===== src/rtl/fifo_pkg.sv =====
// -----------------------------------------------------------------------------
// fifo_pkg
// Shared definitions for sync_fifo and its storage sub-module fifo_ram.
//   - default width/depth/threshold constants
//   - occupancy-width helper (count needs one more bit than a pointer so it
//     can represent a completely full FIFO)
//   - pointer-wrap helper for arbitrary (non power-of-two) depths
//
// Build option FIFO_FWFT_EN:
//   left undefined by default -> registered-read (standard) mode
//   define it                 -> first-word fall-through mode
// -----------------------------------------------------------------------------
package fifo_pkg;

   localparam int DEFAULT_WIDTH         = 8;
   localparam int DEFAULT_DEPTH         = 32;
   localparam int DEFAULT_AEMPTY_THRESH = 4;
   localparam int DEFAULT_AFULL_MARGIN  = 4;

   // Occupancy runs 0..DEPTH, so it needs one extra bit over a pointer.
   function automatic int occupancy_width(input int ptr_width);
      return ptr_width + 1;
   endfunction

   // Advance a pointer, wrapping explicitly at depth-1 so that depths which
   // are not a power of two never address beyond the last entry.
   function automatic int unsigned wrap_next(input int unsigned ptr,
                                             input int unsigned depth);
      return (ptr == depth - 1) ? 0 : ptr + 1;
   endfunction

endpackage


===== src/rtl/fifo_ram.sv =====
// -----------------------------------------------------------------------------
// fifo_ram
// DEPTH x WIDTH storage array for sync_fifo. Write port is synchronous.
// Read port is registered (with reset to zero) in the standard build and a
// plain asynchronous read when FIFO_FWFT_EN is defined.
// Storage contents are never reset.
//
// Ports:
//   clk      in   clock, rising edge
//   rst      in   asynchronous active-high reset (read register only)
//   wr_en    in   write strobe
//   wr_addr  in   write address
//   wr_data  in   write data
//   rd_en    in   read strobe (loads the read register in standard mode)
//   rd_addr  in   read address
//   rd_data  out  read data
// -----------------------------------------------------------------------------
module fifo_ram
   import fifo_pkg::*;
#(
   parameter int WIDTH      = DEFAULT_WIDTH,
   parameter int DEPTH      = DEFAULT_DEPTH,
   parameter int ADDR_WIDTH = $clog2(DEPTH)
)(
   input  logic                  clk,
   input  logic                  rst,
   input  logic                  wr_en,
   input  logic [ADDR_WIDTH-1:0] wr_addr,
   input  logic [WIDTH-1:0]      wr_data,
   input  logic                  rd_en,
   input  logic [ADDR_WIDTH-1:0] rd_addr,
   output logic [WIDTH-1:0]      rd_data
);

   logic [WIDTH-1:0] mem [DEPTH];

   // Storage write. Kept free of reset so the array maps onto plain RAM.
   always_ff @(posedge clk) begin
      if (wr_en) begin
         mem[wr_addr] <= wr_data;
      end
   end

`ifdef FIFO_FWFT_EN
   // Fall-through: the head entry is always visible on the read port, so the
   // read strobe and reset play no part in the read path.
   logic unused_rd_ctrl;
   assign unused_rd_ctrl = rst | rd_en;
   assign rd_data = mem[rd_addr];
`else
   // Registered read. A same-cycle write to the address being read returns
   // the old contents, which is what write-through-at-full relies on.
   always_ff @(posedge clk or posedge rst) begin
      if (rst) begin
         rd_data <= '0;
      end else if (rd_en) begin
         rd_data <= mem[rd_addr];
      end
   end
`endif

endmodule


===== src/rtl/sync_fifo.sv =====
// -----------------------------------------------------------------------------
// sync_fifo
// Parametrised single-clock FIFO with occupancy count, almost-full/almost-
// empty thresholds, sticky overflow/underflow flags and write-through when
// full and a read is accepted in the same cycle. DEPTH may be any value >= 2.
//
// Build option FIFO_FWFT_EN: define for first-word fall-through (dout shows
// the head word whenever the FIFO is not empty, rd_en acknowledges it);
// undefined gives a registered dout with a one-cycle valid pulse per read.
//
// Ports:
//   clk           in   clock, rising edge
//   rst           in   asynchronous active-high reset
//   wr_en / din   in   write request and data
//   full          out  count == DEPTH
//   almost_full   out  count >= AFULL_THRESH
//   rd_en         in   read request
//   dout          out  read data
//   valid         out  dout holds a freshly popped word (FWFT: !empty)
//   empty         out  count == 0
//   almost_empty  out  count <= AEMPTY_THRESH
//   count         out  occupancy 0..DEPTH
//   overflow      out  sticky, a write was rejected
//   underflow     out  sticky, a read was rejected
//   clr_err       in   synchronous clear of overflow/underflow
// -----------------------------------------------------------------------------
module sync_fifo
   import fifo_pkg::*;
#(
   parameter int WIDTH         = DEFAULT_WIDTH,
   parameter int DEPTH         = DEFAULT_DEPTH,
   parameter int AFULL_THRESH  = DEPTH - DEFAULT_AFULL_MARGIN,
   parameter int AEMPTY_THRESH = DEFAULT_AEMPTY_THRESH,
   parameter int POINTER_WIDTH = $clog2(DEPTH)
)(
   input  logic                     clk,
   input  logic                     rst,
   input  logic                     wr_en,
   input  logic [WIDTH-1:0]         din,
   output logic                     full,
   output logic                     almost_full,
   input  logic                     rd_en,
   output logic [WIDTH-1:0]         dout,
   output logic                     valid,
   output logic                     empty,
   output logic                     almost_empty,
   output logic [POINTER_WIDTH:0]   count,
   output logic                     overflow,
   output logic                     underflow,
   input  logic                     clr_err
);

   localparam int CW = occupancy_width(POINTER_WIDTH);

   localparam logic [POINTER_WIDTH:0] DEPTH_C  = CW'(DEPTH);
   localparam logic [POINTER_WIDTH:0] AFULL_C  = CW'(AFULL_THRESH);
   localparam logic [POINTER_WIDTH:0] AEMPTY_C = CW'(AEMPTY_THRESH);

   logic [POINTER_WIDTH-1:0] wr_ptr;
   logic [POINTER_WIDTH-1:0] rd_ptr;
   logic                     go_rd;
   logic                     go_wr;

   // A read needs data present; a write needs room, or a read in the same
   // cycle that frees the slot being written (write-through at full).
   assign go_rd = rd_en & ~empty;
   assign go_wr = wr_en & (~full | go_rd);

   // Status flags are pure compares on the registered count, so they only
   // move on clock edges or reset.
   assign full         = (count == DEPTH_C);
   assign empty        = (count == '0);
   assign almost_full  = (count >= AFULL_C);
   assign almost_empty = (count <= AEMPTY_C);

   // Read and write pointers, each wrapping explicitly at DEPTH-1.
   always_ff @(posedge clk or posedge rst) begin
      if (rst) begin
         wr_ptr <= '0;
         rd_ptr <= '0;
      end else begin
         if (go_wr) begin
            wr_ptr <= POINTER_WIDTH'(wrap_next(32'(wr_ptr), DEPTH));
         end
         if (go_rd) begin
            rd_ptr <= POINTER_WIDTH'(wrap_next(32'(rd_ptr), DEPTH));
         end
      end
   end

   // Occupancy: a simultaneous push and pop leaves the count where it is.
   always_ff @(posedge clk or posedge rst) begin
      if (rst) begin
         count <= '0;
      end else begin
         case ({go_wr, go_rd})
            2'b10:   count <= count + 1'b1;
            2'b01:   count <= count - 1'b1;
            default: count <= count;
         endcase
      end
   end

   // Sticky error flags. A new error in the same cycle as clr_err keeps the
   // flag set so no event is ever lost. A read of an empty FIFO counts as an
   // underflow even when a write lands in that same cycle.
   always_ff @(posedge clk or posedge rst) begin
      if (rst) begin
         overflow  <= 1'b0;
         underflow <= 1'b0;
      end else begin
         if (wr_en & ~go_wr) begin
            overflow <= 1'b1;
         end else if (clr_err) begin
            overflow <= 1'b0;
         end
         if (rd_en & empty) begin
            underflow <= 1'b1;
         end else if (clr_err) begin
            underflow <= 1'b0;
         end
      end
   end

   fifo_ram #(
      .WIDTH      (WIDTH),
      .DEPTH      (DEPTH),
      .ADDR_WIDTH (POINTER_WIDTH)
   ) u_ram (
      .clk     (clk),
      .rst     (rst),
      .wr_en   (go_wr),
      .wr_addr (wr_ptr),
      .wr_data (din),
      .rd_en   (go_rd),
      .rd_addr (rd_ptr),
      .rd_data (dout)
   );

`ifdef FIFO_FWFT_EN
   // Fall-through: the head word is valid whenever anything is stored.
   assign valid = ~empty;
`else
   // Registered read: valid marks the single cycle after an accepted read.
   always_ff @(posedge clk or posedge rst) begin
      if (rst) begin
         valid <= 1'b0;
      end else begin
         valid <= go_rd;
      end
   end
`endif

endmodule

===== config.mk =====
export PLATFORM = sky130hd
export DESIGN_NAME = sync_fifo
export DESIGN_NICKNAME = d
export VERILOG_FILES = /design/src/rtl/fifo_pkg.sv /design/src/rtl/fifo_ram.sv /design/src/rtl/sync_fifo.sv
export SDC_FILE = /design/constraint.sdc
export NUM_CORES = 1
export LEC_CHECK = 0
export ABC_AREA = 1
export BUFFER_PORTS_ARGS = -buffer_cell sky130_fd_sc_hd__clkbuf_2
export CORE_ASPECT_RATIO = 0.8
export CORE_MARGIN = 2
export CORE_UTILIZATION = 30
export DETAILED_ROUTE_END_ITERATION = 6
export GPL_TIMING_DRIVEN = 0
export PLACE_DENSITY = 0.51
export SLEW_MARGIN = 15
export SYNTH_ARGS = -nofsm -noshare
export SYNTH_HDL_FRONTEND = slang
export SYNTH_SLANG_ARGS = --single-unit

===== constraint.sdc =====
create_clock -name clk -period 3.21 [get_ports clk]
set_input_delay 0.642 -clock clk [delete_from_list [all_inputs] [get_ports clk]]
set_output_delay 0.642 -clock clk [all_outputs]
set_load 0.03 [all_outputs]

==> results.json, run 1 <==
{
  "ys_types": 30,
  "clock_latency_ns": 0.56,
  "yosys_warnings": 0,
  "firstDrtPassIters": 5,
  "synth.most_common_cell": "nand2_1",
  "wire_per_inst_um": 18.1,
  "cts_max_level": 1,
  "synth.top_cells.by_count": "nand2_1 (382), edfxtp_1 (256), nand3_1 (173)",
  "worstReg2RegEnd": "count[4]$_DFFE_PP0P_",
  "cts.clk_slew.worst_paths_ns": 0.06,
  "dp.cells": 1770,
  "hpwl_mm": 22.1,
  "crit-reg2reg-launch": "count[0]$_DFFE_PP0P_",
  "vias": 8440,
  "crit_chain": "nor2_1, nand3_1, nand2_1, inv_1, buf_6, ha_1, buf_2, inv_1, nand2_1, inv_1, nor2_1, ha_1, a21o_1, nand2_1, nand3_1, nand3_1, o21ai_0",
  "drcViolationCount": 0,
  "arrival_ns": 3.33,
  "cts.path.max_buffers": 3,
  "timing.hold.ws_ns": 0.156,
  "slowest_stage": "dfrtp_1",
  "fp.dieW_um": 231,
  "drv_slew": 0,
  "pwr_density_cell_nw_per_um2": 902,
  "grt_setup_unrepaired": "false",
  "synth_enable_flop_cells": 256,
  "fillCellCount": 4135,
  "worstPathRequired_ns": 3.65,
  "syn_area_per_cell_um2": 10.3,
  "instances_no_fill": 1826,
  "antenna_found_initial": 0,
  "routed_wl_mm": 33.1,
  "port_buffers": 33,
  "synth.area.top_cells": "edfxtp_1 (62%), nand2_1 (12%), nand3_1 (7.0%)",
  "end_kind": "flop",
  "run_status": "complete, no violations",
  "cpPeakStageDelay_ns": 0.44,
  "ir_drop_mv": 0.500,
  "final_antenna_net_count": 0,
  "ys_ff_latch": 283,
  "worst_slew_pin_slew_ns": 0.901,
  "die_h_um": 185,
  "finalSetupViolations": 0,
  "setup_ws_ns": 0.317,
  "synth_top_area_share_pct": 62.3,
  "syn_to_final_growth_pct": 15.7,
  "drive_gt1_share_pct": 10.9,
  "clockRootBuffer": "clkbuf_16",
  "dieArea_um2": 42800,
  "startpoint_type": "flop",
  "synth_seq_area_share_pct": 67.7,
  "regToRegSetupSlack_ns": 0.32,
  "grt_max_degree": 33,
  "viasPerCell": 4.62,
  "fin_crit_ns": 2.89,
  "gp_congestion": 0.844,
  "multi_input_area_um2": 3180,
  "core_area_um2": 40600,
  "critical_path_peak_fanout": 12,
  "fin_nets": 1281,
  "ios": 34,
  "cts-hold-fix-buffers": 0,
  "cts_resized": 0,
  "drt_iter0_markers": 731,
  "clock_sink_count": 283,
  "syn_area_um2": 12300,
  "async_flop_share_pct": 9.54,
  "setup_tns_ns": 0,
  "grt_overflow": 0,
  "p_leak_uw": 0.00580,
  "min_path_type": "primary input to async pin",
  "synthFlopType": "edfxtp_1",
  "seqCellArea_um2": 8360,
  "yosys.area.top_type": "edfxtp_1",
  "fmax_mhz": 346,
  "grt_pass1_wl_mm": 49.9,
  "track_usage_pct": 15.6,
  "netlist_instances": 1193,
  "skew_ns": 0.0121,
  "grt_pass1_vias": 8019,
  "synthesis.nets": 1216,
  "antennaDiodeCount": 0,
  "numCtsBuffers": 30,
  "period_share_pct": 90.1,
  "dp_slack_ns": 0.346,
  "rows": 66,
  "hold_viol_final": 0,
  "crit_type": "flop to flop",
  "cap_violations": 0,
  "initial_core_util_pct": 30.4,
  "cts_tree": "built",
  "r2r_cells": 17,
  "slew_headroom_pct": 39.9,
  "postCtsSetupRepairBufs": 0
}
## final cells by class
class	count	share of cell area, %
Inverter	138	3.63
Tap cell	544	4.77
Timing Repair Buffer	33	1.16
Sequential cell	283	58.5
Multi-Input combinational cell	718	22.3
Clock buffer	44	6.05
Buffer	54	2.11
Clock inverter	12	1.45
## cells by family (layout without fill, tap and decap cells)
group,after synthesis,count (layout),synth area share (%)
and+or+nand+nor,656,656,22.0
DFF,283,283,67.7
buffers and inverters,192,281,6.64
AOI/OAI and AO/OA,46,46,2.23
adders and majority gates,10,10,1.01
xor gates and xnor gates,6,6,0.426
## state kept, by name (all words and copies together), names as in the netlist
name and cells:
rd_ptr 5, wr_ptr 5, overflow 1, valid 1, u_ram.mem 256, underflow 1
count 6, u_ram.rd_data 8
## critical path, delay by kind of cell, from the launching register on
family	cells	cell delay, ns
simple gates	8	1.03
buf+inv	5	0.67
flops	1	0.44
fa+ha+maj	2	0.36
compound gates	2	0.25
## metrics by stage
step / area (um^2) / power [uW] / util (%)
2_1_floorplan: 12300 / 7520 / -
3_3_place_gp: 13200 / 9100 / 32.5
3_5_place_dp: 13200 / 9140 / 32.5
4_1_cts: 14300 / 12900 / 35.1
5_1_grt: 14300 / 13600 / 35.2
6_report: 14300 / 12900 / 35.2
## routing by layer
layer  global-route usage, %  share of wire, %  vias up
met5                       0                 0        -
met2                    23.4                43      223
met4                    2.94               1.9        0
met3                    2.33               5.4       49
met1                    24.0                50     4108
li1                        -                 -     4060
## worst max-delay path by stage
stage,depth (start not counted),endpoint,from
after CTS,17,count[4]$_DFFE_PP0P_,count[0]$_DFFE_PP0P_
after global placement,17,count[4]$_DFFE_PP0P_,count[0]$_DFFE_PP0P_
after detailed placement,17,count[4]$_DFFE_PP0P_,count[0]$_DFFE_PP0P_
final,17,count[4]$_DFFE_PP0P_,count[0]$_DFFE_PP0P_
after global routing,17,count[4]$_DFFE_PP0P_,count[0]$_DFFE_PP0P_
after floorplan,18,count[4]$_DFFE_PP0P_,count[3]$_DFFE_PP0P_
## power breakdown
group / leakage, uW / switching (uW) / internal (uW)
clock: 0.000523 / 1430 / 2340
combinational: 0.00264 / 3300 / 1260
sequential: 0.00264 / 207 / 4350
## cells in the final DEF, fill, tap and decap left out
| cell type | synthesis | final |
|---|---|---|
| nand2_1 | 382 | 382 |
| edfxtp_1 | 256 | 256 |
| nand3_1 | 173 | 173 |
| inv_1 | 132 | 131 |
| nor2_1 | 90 | 90 |
| buf_2 | 34 | 34 |
| clkbuf_2 | 0 | 33 |
| clkbuf_16 | 0 | 31 |
| dfrtp_1 | 27 | 27 |
| clkbuf_1 | 7 | 16 |
| a21oi_1 | 16 | 16 |
| o21ai_0 | 14 | 14 |
| ha_1 | 10 | 10 |
| buf_4 | 7 | 7 |
| clkinv_1 | 3 | 6 |
| o21ai_2 | 6 | 6 |
| o21ai_1 | 6 | 6 |
| bufinv_16 | 0 | 6 |
| buf_6 | 4 | 4 |
| inv_2 | 3 | 4 |
| xnor2_1 | 4 | 4 |
| nor3_2 | 0 | 4 |
| clkbuf_8 | 0 | 4 |
| clkinv_2 | 0 | 3 |
| nor3_1 | 6 | 2 |
| xor2_1 | 2 | 2 |
| buf_1 | 2 | 2 |
| nor2_4 | 1 | 1 |
| nor3b_1 | 1 | 1 |
| nand4_2 | 1 | 1 |
| o21ai_4 | 1 | 1 |
| o211ai_2 | 1 | 1 |
| nor4_1 | 1 | 1 |
| o22ai_1 | 1 | 1 |
| nand4_1 | 1 | 1 |
| a21o_1 | 1 | 1 |
Power figures use the tool's default switching activity.
==> run 2, diff against run 1 <==
Settings changed: CORE_MARGIN 2 to unset, CORE_UTILIZATION 30 to 25, PLACE_DENSITY 0.51 to 0.46.
==> run 2 against run 1 <==
  * Clock power down 9.8%
  * Final cell count is 4.5% higher
  * Wire length rose by 4.2%
  * Power down 2.3%
  * Utilization fell by 5.8 points
  * Clock-buffer cell count shrank 6
  * Register-to-register slack improved by 0.04 ns
  * Combinational power rose by 0.9%
  * Critical path type unchanged
  * Cell area shrank 0.11%
  * Non-clock buffer count stayed put
  * First-iteration DRC count grew 8.2%
  * Global-route usage decreased by 2.0 points
==> results.json, run 2 (synthesis results as in run 1) <==
{
  "timing.hold.ws_ns": 0.137,
  "worst_slew_pin_slew_ns": 0.933,
  "hold_viol_final": 0,
  "mostFrequentLayoutCells": "nand2_1 (381), edfxtp_1 (256), nand3_1 (173), inv_1 (131), nor2_1 (90)",
  "antenna_found_initial": 0,
  "gp_congestion": 0.866,
  "seq_power_share_pct": 36.4,
  "crit_type": "flop to flop",
  "final_antenna_net_count": 0,
  "pwr-share-clk_pct": 27.0,
  "fmax_mhz": 351,
  "cts-hold-fix-buffers": 0,
  "grt_pass1_vias": 8074,
  "viasPerCell": 4.39,
  "pwr_density_cell_nw_per_um2": 882,
  "firstDrtPassIters": 5,
  "drv_slew": 0,
  "cts.clk_slew.worst_paths_ns": 0.06,
  "crit_chain": "nor2_1, nand3_1, nand2_2, inv_1, buf_6, ha_1, buf_2, inv_1, nand2_1, inv_1, nor2_1, ha_1, a21o_1, nand2_1, nand3_1, nand3_1, o21ai_0",
  "track_usage_pct": 13.7,
  "grt_max_degree": 33,
  "skew_ns": 0.0185,
  "slew_headroom_pct": 37.8,
  "end_kind": "flop",
  "vias": 8385,
  "largest_reg_flops": 256,
  "clock_latency_ns": 0.58,
  "cts.path.max_buffers": 3,
  "p_switching_uw": 5040,
  "dpl_cell_area_um2": 13300,
  "ir_drop_mv": 0.502,
  "fin_crit_ns": 2.85,
  "initial_core_util_pct": 25.4,
  "worstPathRequired_ns": 3.65,
  "port_buffers": 33,
  "fillCellCount": 5005,
  "clock_sink_count": 283,
  "setup_tns_ns": 0,
  "regMostFlops": "u_ram.mem",
  "grt_overflow": 0,
  "finalSetupViolations": 0,
  "slowest_stage": "dfrtp_1",
  "p_sw_share_pct": 40.0,
  "wire_per_inst_um": 18.0,
  "fin_nets": 1280,
  "layout_commonest_cell": "nand2_1",
  "antennaDiodeCount": 0,
  "intPower_uw": 7550,
  "clockRootBuffer": "clkbuf_16",
  "period_share_pct": 88.8,
  "p_leak_uw": 0.00574,
  "run_status": "complete, no violations",
  "instances_no_fill": 1909,
  "routed_wl_mm": 34.4,
  "cpPeakStageDelay_ns": 0.44,
  "rows": 72,
  "core_area_um2": 48600,
  "grt_pass1_wl_mm": 51.4,
  "power_frac_comb_pct": 36.6,
  "die_h_um": 201,
  "final_cell_area_um2": 14300,
  "fp.dieW_um": 250,
  "hpwl_mm": 23.2,
  "critical_path_peak_fanout": 12,
  "cts_tree": "built",
  "cts_max_level": 1,
  "min_path_type": "primary input to async pin",
  "startpoint_type": "flop",
  "reg_top3": "u_ram.mem (256), u_ram.rd_data (8), count (6)",
  "dp.cells": 1855,
  "syn_to_final_growth_pct": 15.6,
  "numCtsBuffers": 29,
  "regToRegSetupSlack_ns": 0.36,
  "arrival_ns": 3.29,
  "dieArea_um2": 50300,
  "cap_violations": 0,
  "drt_iter0_markers": 791,
  "drcViolationCount": 0,
  "r2r_cells": 17,
  "ios": 34,
  "drive_gt1_share_pct": 11.0,
  "grt_setup_unrepaired": "false"
}
## run 2: critical path, delay by kind of cell (launching register included)
family | cells | cell delay, ns
adders and majority gates | 2 | 0.35
buffers and inverters | 5 | 0.59
DFF | 1 | 0.44
AOI/OAI and AO/OA | 2 | 0.27
and+or+nand+nor | 8 | 1.02
## run 2: final timing paths
| path | start | to |
|---|---|---|
| max | count[0]$_DFFE_PP0P_ | count[4]$_DFFE_PP0P_ |
| min | rst | count[1]$_DFFE_PP0P_ |
| max reg2reg | count[0]$_DFFE_PP0P_ | count[4]$_DFFE_PP0P_ |
| min reg2reg | u_ram.rd_data[1]$_DFFE_PP0P_ | u_ram.rd_data[1]$_DFFE_PP0P_ |
| max in group asynchronous | rst | u_ram.rd_data[3]$_DFFE_PP0P_ |
| min in group clk | clr_err | underflow$_DFFE_PP0P_ |
## run 2: repair_timing
| action | CTS | global route |
|---|---|---|
| buffers inserted | 0 | 0 |
| resized for setup | 0 | 1 |
| setup endpoints to repair | 0 | 1 |
## run 2: metrics by stage
step	util (%)	worst slack, ns	power, uW
floorplan	-	0.728	7520
global placement	27.4	0.297	9210
detailed placement	27.4	0.315	9220
CTS	29.4	0.261	12600
global route	29.4	0.0756	13300
finish	29.4	0.359	12600
## run 2: power groups by stage
stage                     combinational (uW)  sequential, uW  clock (uW)
after floorplan                         2760            4760           0
after global placement                  4570            4650           0
after detailed placement                4570            4650           0
after CTS                               4600            4570        3470
after global routing                    5090            4610        3590
final                                   4600            4580        3400
## run 2: layer usage
layer	GRT usage (%)	share of wire, %	routed length, um	up-vias
li1	-	-	-	4060
met1	21.5	52	17900	4069
met2	19.5	40	13900	215
met3	2.31	5.5	1900	41
met4	2.56	1.9	650	0
met5	0	0	0	-
## run 2: final cells by class
type	count	area [um^2]	share of cell area, %
flip-flops and latches	283	8360	58.6
multi-input cells	718	3190	22.3
well taps	629	787	5.52
clock buffers	38	769	5.39
inverters	138	518	3.63
plain buffers	54	302	2.11
clock inverters	16	176	1.24
repair buffers	33	165	1.16
==> run 3, diff against run 2 <==
Settings changed: CELL_PAD_IN_SITES_DETAIL_PLACEMENT set to 1, CELL_PAD_IN_SITES_GLOBAL_PLACEMENT set to 1, PLACE_DENSITY 0.46 to 0.53.
==> run 3 against run 2 <==
  * Power increased by 1.8%
  * Via count is 0.86% higher
  * Non-clock buffer count unchanged
  * Wire length grew 11%
  * Sequential power about the same
  * Utilization about the same
  * Clock-buffer cell count grew 7
  * First-iteration DRC count down 40%
  * Global-route usage is 1.7 points higher
  * Clock skew shrank 0.00067 ns
  * Largest power group unchanged
  * Final cell count up 0.16%
  * Cell area increased by 0.12%
==> results.json, run 3 (synthesis results as in run 1) <==
{
  "worst_slew_pin_slew_ns": 0.984,
  "dp.cells": 1855,
  "firstDrtPassIters": 4,
  "cp_top_family": "simple AND/OR/NAND/NOR gates",
  "track_usage_pct": 15.4,
  "reg_top3": "u_ram.mem (256), u_ram.rd_data (8), count (6)",
  "hold_viol_final": 0,
  "cap_violations": 0,
  "finalSetupViolations": 0,
  "startpoint_type": "flop",
  "clock_sink_count": 283,
  "regMostFlops": "u_ram.mem",
  "p_leak_uw": 0.00575,
  "mostFrequentLayoutCells": "nand2_1 (382), edfxtp_1 (256), nand3_1 (173), inv_1 (131), nor2_1 (90)",
  "crit_type": "flop to flop",
  "fillCellCount": 5496,
  "drt_iter0_markers": 477,
  "cts_max_level": 1,
  "clock_latency_ns": 0.58,
  "rows": 72,
  "antenna_found_initial": 0,
  "fin_crit_ns": 2.82,
  "cp_num_buf_inv": 5,
  "fmax_mhz": 355,
  "slowest_stage": "dfrtp_1",
  "drcViolationCount": 0,
  "instances_no_fill": 1912,
  "layout_commonest_cell": "nand2_1",
  "grt_max_degree": 33,
  "port_buffers": 33,
  "seqCellArea_um2": 8360,
  "pwr_density_cell_nw_per_um2": 897,
  "cts-hold-fix-buffers": 0,
  "largest_reg_flops": 256,
  "setup_tns_ns": 0,
  "antennaDiodeCount": 0,
  "arrival_ns": 3.27,
  "ir_drop_mv": 0.604,
  "grt_setup_unrepaired": "false",
  "die_h_um": 201,
  "fin_nets": 1282,
  "min_path_type": "primary input to async pin",
  "cts_tree": "built",
  "period_share_pct": 87.8,
  "hpwl_mm": 26.0,
  "core_area_um2": 48600,
  "cts.clk_slew.worst_paths_ns": 0.06,
  "grt_overflow": 0,
  "cts.path.max_buffers": 3,
  "cpPeakStageDelay_ns": 0.46,
  "fp.dieW_um": 250,
  "skew_ns": 0.0178,
  "gp_congestion": 0.801,
  "worstPathRequired_ns": 3.67,
  "grt_pass1_wl_mm": 57.3,
  "end_kind": "flop",
  "worstSetupStartpoint": "count[0]$_DFFE_PP0P_",
  "initial_core_util_pct": 25.4,
  "routed_wl_mm": 38.1,
  "fin_util_pct": 29.4,
  "crit-reg2reg-launch": "count[0]$_DFFE_PP0P_",
  "viasPerCell": 4.42,
  "grt_pass1_vias": 8761,
  "run_status": "complete, no violations",
  "wire_per_inst_um": 19.9,
  "drv_slew": 0,
  "drive_gt1_share_pct": 10.8,
  "slew_headroom_pct": 34.4,
  "ios": 34,
  "final_antenna_net_count": 0,
  "postCtsSetupRepairBufs": 0,
  "vias": 8457,
  "dieArea_um2": 50300,
  "syn_to_final_growth_pct": 15.7,
  "crit_chain": "nor2_1, nand3_1, nand2_1, inv_1, buf_6, ha_1, buf_2, inv_1, nand2_1, inv_1, nor2_1, ha_1, a21o_1, nand2_1, nand3_1, nand3_1, o21ai_0",
  "multi_input_area_um2": 3180,
  "critical_path_peak_fanout": 12,
  "clockRootBuffer": "clkbuf_16",
  "cts_resized": 0,
  "numCtsBuffers": 31
}
==> run 3: cell types whose count changed in the layout (fill, tap and decap cells not counted), sizes merged <==
cell and delta:
clkbuf +7, bufinv -1, clkinv -1, clkinvlp -1, inv -1
==> run 3: worst paths after layout <==
path	cells after the start	to	slack, ns
setup / recovery	17	count[4]$_DFFE_PP0P_	0.39
hold reg to reg	2	u_ram.rd_data[2]$_DFFE_PP0P_	0.48
setup reg to reg	17	count[4]$_DFFE_PP0P_	0.39
hold / removal	2	count[1]$_DFFE_PP0P_	0.17
max in group asynchronous	2	u_ram.rd_data[4]$_DFFE_PP0P_	2.55
min in group clk	2	underflow$_DFFE_PP0P_	0.28
==> run 3: area by class of cell <==
cell class	instances	area share (%)
multi-input cells	718	22.3
inverters	138	3.63
clock inverters	12	0.753
flip-flops and latches	283	58.5
clock buffers	45	6.01
repair buffers	33	1.16
well taps	629	5.51
plain buffers	54	2.11
==> run 3: power breakdown <==
part           internal (uW)  switching, uW
sequential              4350            244
clock                   2000           1480
combinational           1260           3490
==> run 3: metrics by stage <==
step	worst slack, ns	total power (uW)	hold WS (ns)	cell area [um^2]
3_5_place_dp	0.357	9430	0.469	13300
4_1_cts	0.344	12900	0.191	14300
3_3_place_gp	0.374	9380	0.471	13300
6_report	0.392	12800	0.165	14300
5_1_grt	0.0237	13500	0.229	14300
2_1_floorplan	0.728	7520	0.574	12300
==> run 3: routing by layer <==
layer / global-route usage [%] / part of all wire (%) / wire (um)
met1: 23.9 / 53 / 20100
met2: 22.4 / 42 / 16000
met3: 2.50 / 3.6 / 1370
met4: 2.78 / 1.7 / 664
met5: 0 / 0 / 0
